**config.mk**
```make
export PLATFORM = sky130hd
export DESIGN_NAME = pipe_reg_slice
export DESIGN_NICKNAME = d
export VERILOG_FILES = /design/src/rtl/stereo_pkg.sv /design/src/rtl/pipe_skid_stage.sv /design/src/rtl/pipe_reg_slice.sv
export SDC_FILE = /design/constraint.sdc
export NUM_CORES = 1
export LEC_CHECK = 0
export BUFFER_PORTS_ARGS = -buffer_cell sky130_fd_sc_hd__buf_4
export CORE_AREA = 2 2 39 41
export DETAILED_ROUTE_END_ITERATION = 10
export DIE_AREA = 0 0 41 43
export RECOVER_POWER = 25
export SYNTH_ARGS = -nofsm -noshare
export SYNTH_HDL_FRONTEND = slang
export SYNTH_SLANG_ARGS = --single-unit
export TNS_END_PERCENT = 50
```
**constraint.sdc**
```tcl
create_clock -name clk -period 1 [get_ports clk]
set_clock_uncertainty 0.05 [all_clocks]
set_input_delay 0.2 -clock clk [delete_from_list [all_inputs] [get_ports clk]]
set_output_delay 0.2 -clock clk [all_outputs]
set_load 0.01 [all_outputs]
```
**src/rtl/stereo_pkg.sv**
```systemverilog
// Shared constants for the register-slice pipeline.
// Holds the stage-count ceiling and the occupancy-counter width helper.
package stereo_pkg;

  localparam int MAX_DEPTH = 16;

  // Zero-width ports are illegal, so DEPTH=0 still gets a 1-bit counter.
  function automatic int occ_width(input int depth);
    return (depth < 1) ? 1 : $clog2(2 * depth + 1);
  endfunction

endpackage

```
**src/rtl/pipe_skid_stage.sv**
```systemverilog
// One skid stage: main register plus a single skid register.
// Upstream ready is a flop, so no ready path passes through the stage.
module pipe_skid_stage #(
  parameter int WIDTH = 1
) (
  input  logic             clk,
  input  logic             rst,
  input  logic             valid_i,
  output logic             ready_o,
  input  logic [WIDTH-1:0] data_i,
  output logic             valid_o,
  input  logic             ready_i,
  output logic [WIDTH-1:0] data_o
);

  logic             main_v_q, main_v_d;
  logic             skid_v_q, skid_v_d;
  logic             rdy_q, rdy_d;
  logic [WIDTH-1:0] main_q, main_d;
  logic [WIDTH-1:0] skid_q, skid_d;
  logic             in_fire, out_fire;

  assign in_fire  = valid_i & rdy_q;
  assign out_fire = main_v_q & ready_i;

  always_comb begin
    main_v_d = main_v_q;
    skid_v_d = skid_v_q;
    main_d   = main_q;
    skid_d   = skid_q;
    if (out_fire) begin
      if (skid_v_q) begin
        main_d   = skid_q;
        skid_v_d = 1'b0;
      end else if (in_fire) begin
        main_d = data_i;
      end else begin
        main_v_d = 1'b0;
      end
    end else if (in_fire) begin
      // A stalled main forces the in-flight beat into the skid slot.
      if (main_v_q) begin
        skid_v_d = 1'b1;
        skid_d   = data_i;
      end else begin
        main_v_d = 1'b1;
        main_d   = data_i;
      end
    end
    rdy_d = ~skid_v_d;
  end

  always_ff @(posedge clk) begin
    if (rst) begin
      main_v_q <= 1'b0;
      skid_v_q <= 1'b0;
      rdy_q    <= 1'b0;
      main_q   <= '0;
      skid_q   <= '0;
    end else begin
      main_v_q <= main_v_d;
      skid_v_q <= skid_v_d;
      rdy_q    <= rdy_d;
      main_q   <= main_d;
      skid_q   <= skid_d;
    end
  end

  assign ready_o = rdy_q;
  assign valid_o = main_v_q;
  assign data_o  = main_q;

endmodule

```
**src/rtl/pipe_reg_slice.sv**
```systemverilog
// Chain of DEPTH skid stages; DEPTH=0 is a pure wire-through.
// Optional PIPE_REG_SLICE_OCCUPANCY_EN adds a stored-beat counter port.
module pipe_reg_slice
  import stereo_pkg::*;
#(
  parameter int WIDTH = 1,
  parameter int DEPTH = 1
) (
  input  logic             clk,
  input  logic             rst,
  input  logic             inp_valid,
  output logic             inp_ready,
  input  logic [WIDTH-1:0] inp,
  output logic             outp_valid,
  input  logic             outp_ready,
  output logic [WIDTH-1:0] outp
`ifdef PIPE_REG_SLICE_OCCUPANCY_EN
  ,
  output logic [occ_width(DEPTH)-1:0] occupancy
`endif
);

  localparam int N = (DEPTH > MAX_DEPTH) ? MAX_DEPTH : DEPTH;

  generate
    if (N == 0) begin : g_wire
      assign outp       = inp;
      assign outp_valid = inp_valid;
      assign inp_ready  = outp_ready;
    end else begin : g_chain
      logic             sv [N];
      logic             sr [N];
      logic [WIDTH-1:0] sd [N];
      for (genvar i = 0; i < N; i++) begin : g_stage
        logic             vin, rin;
        logic [WIDTH-1:0] din;
        if (i == 0) begin : g_head
          assign vin = inp_valid;
          assign din = inp;
        end else begin : g_mid
          assign vin = sv[i-1];
          assign din = sd[i-1];
        end
        if (i == N - 1) begin : g_tail
          assign rin = outp_ready;
        end else begin : g_body
          assign rin = sr[i+1];
        end
        pipe_skid_stage #(.WIDTH(WIDTH)) u_stage (
          .clk     (clk),
          .rst     (rst),
          .valid_i (vin),
          .ready_o (sr[i]),
          .data_i  (din),
          .valid_o (sv[i]),
          .ready_i (rin),
          .data_o  (sd[i])
        );
      end
      assign inp_ready  = sr[0];
      assign outp_valid = sv[N-1];
      assign outp       = sd[N-1];
    end
  endgenerate

`ifdef PIPE_REG_SLICE_OCCUPANCY_EN
  localparam int OW = occ_width(DEPTH);
  logic [OW-1:0] occ_q, occ_d;
  logic          in_acc, out_acc;

  assign in_acc  = inp_valid & inp_ready;
  assign out_acc = outp_valid & outp_ready;

  always_comb begin
    occ_d = occ_q;
    if (in_acc && !out_acc) begin
      occ_d = occ_q + OW'(1);
    end else if (!in_acc && out_acc) begin
      occ_d = occ_q - OW'(1);
    end
  end

  always_ff @(posedge clk) begin
    if (rst) begin
      occ_q <= '0;
    end else begin
      occ_q <= occ_d;
    end
  end

  assign occupancy = occ_q;
`endif

endmodule

```
==> impl_summary.txt <==
----------------------------------------------------
[Status]
  Outcome ... finished, violations left
  Failing checks ... negative setup slack

[Drt]
  Count of TritonRoute iterations in the first routing pass ... 2
  Total number of vias ... 217
  Routed WL ... 499 µm
  Final routed DRC violation total ... 0
  Detailed-route wire length per cell ... 9.60 µm
  Post-detailed-route count of antenna-violating nets ... 0
  Vias per cell ... 4.17
  Initial DRC Count ... 3

[Setup path]
  Worst Reg2Reg Path Length in Cells ... 3
  R2R Path Start ... g_chain.g_stage[0].u_stage.valid_o$_SDFFE_PP0P_
  Worst setup SP type ... flip-flop
  Series of cell instances along the critical path ... buf_6 -> buf_6
  Worst setup slack for register-to-register paths ... 0 ps
  End of the worst register-to-register path ... g_chain.g_stage[0].u_stage.data_o$_SDFFE_PP0P_
  Worst Path Max Fanout ... 5
  Cell occurring most often along the worst timing path ... sky130_fd_sc_hd__buf_6
  Critical path arrival ... 810 ps
  Type of element capturing the critical path ... primary output
  Critical path's largest stage delay ... 360 ps
  Timing startpoint of the critical path ... g_chain.g_stage[0].u_stage.ready_o$_SDFF_PP0_
  Critical path required time ... 750 ps
  Critical-path top delay cell ... sky130_fd_sc_hd__dfxtp_4
  Kind of critical path ... flip-flop to primary output

[Timing]
  RSZ-0062 raised after global routing ... true
  Setup TNS ... -58.3 ps
  Final setup violation count ... 1
  Fin crit share ... 1.06
  Slew Limit Headroom ... 0.797
  Shortest period the worst path allows ... 1060 ps
  Highest clock rate ... 0.945 GHz
  Fin. Hold Viols ... 0
  Smallest setup slack after layout ... -58.3 ps
  Slew @ Worst Pin ... 305 ps
  Max-slew violations ... 0

[Global route]
  Maximum number of pins on one net before global-route repair ... 10
  Busiest metal layer after global routing ... met2
  Overall routing resource usage ... 0.0673
  Remaining Overflow, GRT ... 0
  Vias in the first global route ... 211
  Global Route met1 Usage ... 0.0579
  Global routing usage on met3 ... 0.0524
  Met2 track utilization from global routing ... 0.103
  Wire length of the first global-routing pass ... 745 µm
  Initial antenna violation count ... 0

[Layout]
  Number of non-filler instances in the completed layout ... 52
  Most frequent cells in the layout ... sky130_fd_sc_hd__buf_4 (6), sky130_fd_sc_hd__clkbuf_4 (3), sky130_fd_sc_hd__buf_6 (3)
  Antenna diodes ... 0
  Fraction of layout instances using a drive strength above 1 ... 0.556
  Post-synthesis to final-layout area growth ... 68.8%
  Final net count ... 42
  Final-layout fill cell count ... 162
  Most common cell after layout, fill and taps aside ... sky130_fd_sc_hd__buf_4

[Hold path]
  Hold_sp ... rst
  Sink of the worst hold path ... g_chain.g_stage[0].u_stage.valid_o$_SDFFE_PP0P_
  Number of instances on the worst hold path ... 2
  Path type of the worst min-delay path ... input pin to flip-flop

[Floorplan]
  Initial Utilization ... 0.154
  Die outline area ... 1760 µm²
  Top-Level Pins ... 8
  Die Ht ... 43 µm
  Number of rows in the core area ... 14
  Standard cell core area ... 1380 µm²
  Horiz. Die Dim ... 41 µm

[Clocking]
  Clock-pin slew of the registers on the worst-case setup and hold paths ... 40 ps
  Setup Fix Bufs, Post-CTS ... 0
  CTS Root Cell ... sky130_fd_sc_hd__clkbuf_4
  Hold-fix buffers, CTS ... 0
  TritonCTS clock tree ... yes
  Number of clock buffers inserted by TritonCTS ... 3
  Number of buffers on the longest clock path ... 2
  Clock net sink count ... 5
  Insertion delay of the later-clocked pin in the worst-skew pair ... 240 ps
  Clock H-tree levels ... 1

[Logic synthesis]
  Simple logic cell fraction of the synthesized area ... 0.206
  Syn_area_per_cell ... 9.25 µm²
  Seq cells post-synth ... 5
  Yosys warning count ... 0
  Count of unique library cells instantiated by Yosys ... 15
  Adder and majority gate portion of the synthesized area ... 0
  Post-synthesis mux area share ... 0.0471
  Area fraction in compound gates after synthesis ... 0.259
  Synthesized netlist net count ... 28
  Main combinational cell family by area after synthesis ... compound AO/OA/AOI/OAI gates
  Fraction of synthesized cell area in xor and xnor cells ... 0
  Synth Cell Area ... 213 µm²
  Instance count of the mapped netlist ... 23
  Seq/Total Area, Yosys ... 0.471

[Job]
  Max-cap violations ... 0

[Pwr]
  Switching pwr ... 0.118 mW
  Switch share ... 0.226
  Cell internal pwr ... 0.405 mW
  IR drop worst, VDD ... 0.000457 V
  Power density over the cells ... 1460 nW/µm²
  Clock share of power ... 0.430
  Static power due to leakage ... 0.147 nW
  Share of total power in combinational logic ... 0.143
  Sequential cell fraction of total power ... 0.427
  Total power draw ... 0.523 mW

[Placed design]
  Placed instance count ... 48
  Number of port buffers ... 7
  Global placement routability congestion ... 0.675

----------------------------------------------------
==> through the flow <==
stage | worst slack, ps | hold slack, ps | cell area [µm²] | utilization
after floorplan | 11.5 | 212 | 214 | -
after global placement | -49.1 | 361 | 302 | 0.218
after detailed placement | -68.0 | 359 | 302 | 0.218
after CTS | -56.9 | 102 | 344 | 0.249
after global routing | -86.2 | 108 | 359 | 0.259
final | -58.3 | 108 | 359 | 0.259
==> state kept, by name (all words and copies together) (netlist names) <==
name and count:
g_chain.g_stage.u_stage.data_o 1, g_chain.g_stage.u_stage.valid_o 1, g_chain.g_stage.u_stage.skid_v_q 1, g_chain.g_stage.u_stage.skid_q 1, g_chain.g_stage.u_stage.ready_o 1
==> power groups by stage <==
stage               combinational (mW)  sequential, mW  clock [mW]
finish                          0.0746           0.223       0.225
global route                    0.0812           0.225       0.249
CTS                             0.0724           0.223       0.238
detailed placement              0.0669           0.226           0
global placement                0.0660           0.226           0
floorplan                       0.0210           0.228           0
==> synth_stat cells <==
library cell | n | area (µm²)
sky130_fd_sc_hd__mux2i_1 | 1 | 10.0
sky130_fd_sc_hd__nand2_1 | 2 | 7.51
sky130_fd_sc_hd__a221oi_1 | 1 | 8.76
sky130_fd_sc_hd__and2_1 | 1 | 6.26
sky130_fd_sc_hd__nand4b_1 | 1 | 8.76
sky130_fd_sc_hd__nor2b_1 | 1 | 6.26
sky130_fd_sc_hd__dfxtp_1 | 5 | 100
sky130_fd_sc_hd__a21oi_1 | 2 | 10.0
sky130_fd_sc_hd__nor3b_1 | 1 | 7.51
sky130_fd_sc_hd__a2111oi_2 | 1 | 15.0
sky130_fd_sc_hd__a31oi_1 | 1 | 6.26
sky130_fd_sc_hd__nor2_1 | 2 | 7.51
sky130_fd_sc_hd__inv_1 | 1 | 3.75
sky130_fd_sc_hd__o21ai_1 | 2 | 10.0
sky130_fd_sc_hd__o21ai_0 | 1 | 5.00
==> layout make-up <==
cell class / count / area (µm²) / share of cell area
well taps: 16 / 20.0 / 0.0557
repair buffers: 9 / 78.8 / 0.220
multi-input cells: 17 / 121 / 0.338
inverters: 1 / 3.75 / 0.0105
clock buffers: 4 / 26.3 / 0.0732
flip-flops and latches: 5 / 109 / 0.303
==> what timing repair did <==
action,4_1_cts,5_1_grt
endpoints found under the hold margin,0,0
pin swaps,2,1
setup endpoints to repair,3,2
gates resized for setup,6,6
==> critical path: cells and delay by family, from the launching register on <==
family	cells	cell delay, ps
DFF	1	360
buffers and inverters	2	220
==> logic make-up after synthesis <==
| group | Yosys count |
|---|---|
| buf+inv | 1 |
| flops | 5 |
| simple gates | 8 |
| mux | 1 |
| compound gates | 8 |
==> how the worst max path moves through the flow <==
| stage | end | slack, ps | cells past startpoint |
|---|---|---|---|
| floorplan | g_chain.g_stage[0].u_stage.data_o$_SDFFE_PP0P_ | 10 | 3 |
| global placement | g_chain.g_stage[0].u_stage.data_o$_SDFFE_PP0P_ | -50 | 3 |
| detailed placement | g_chain.g_stage[0].u_stage.data_o$_SDFFE_PP0P_ | -70 | 3 |
| CTS | inp_ready | -60 | 2 |
| global route | inp_ready | -90 | 2 |
| finish | inp_ready | -60 | 2 |
==> per-layer routing <==
layer / wire length, µm / vias up / part of all wire
li1: - / 110 / -
met1: 200 / 102 / 0.40
met2: 266 / 5 / 0.53
met3: 32 / 0 / 0.064
met4: 0 / 0 / 0
met5: 0 / - / 0
No activity file was read; power rests on OpenSTA's default activity.
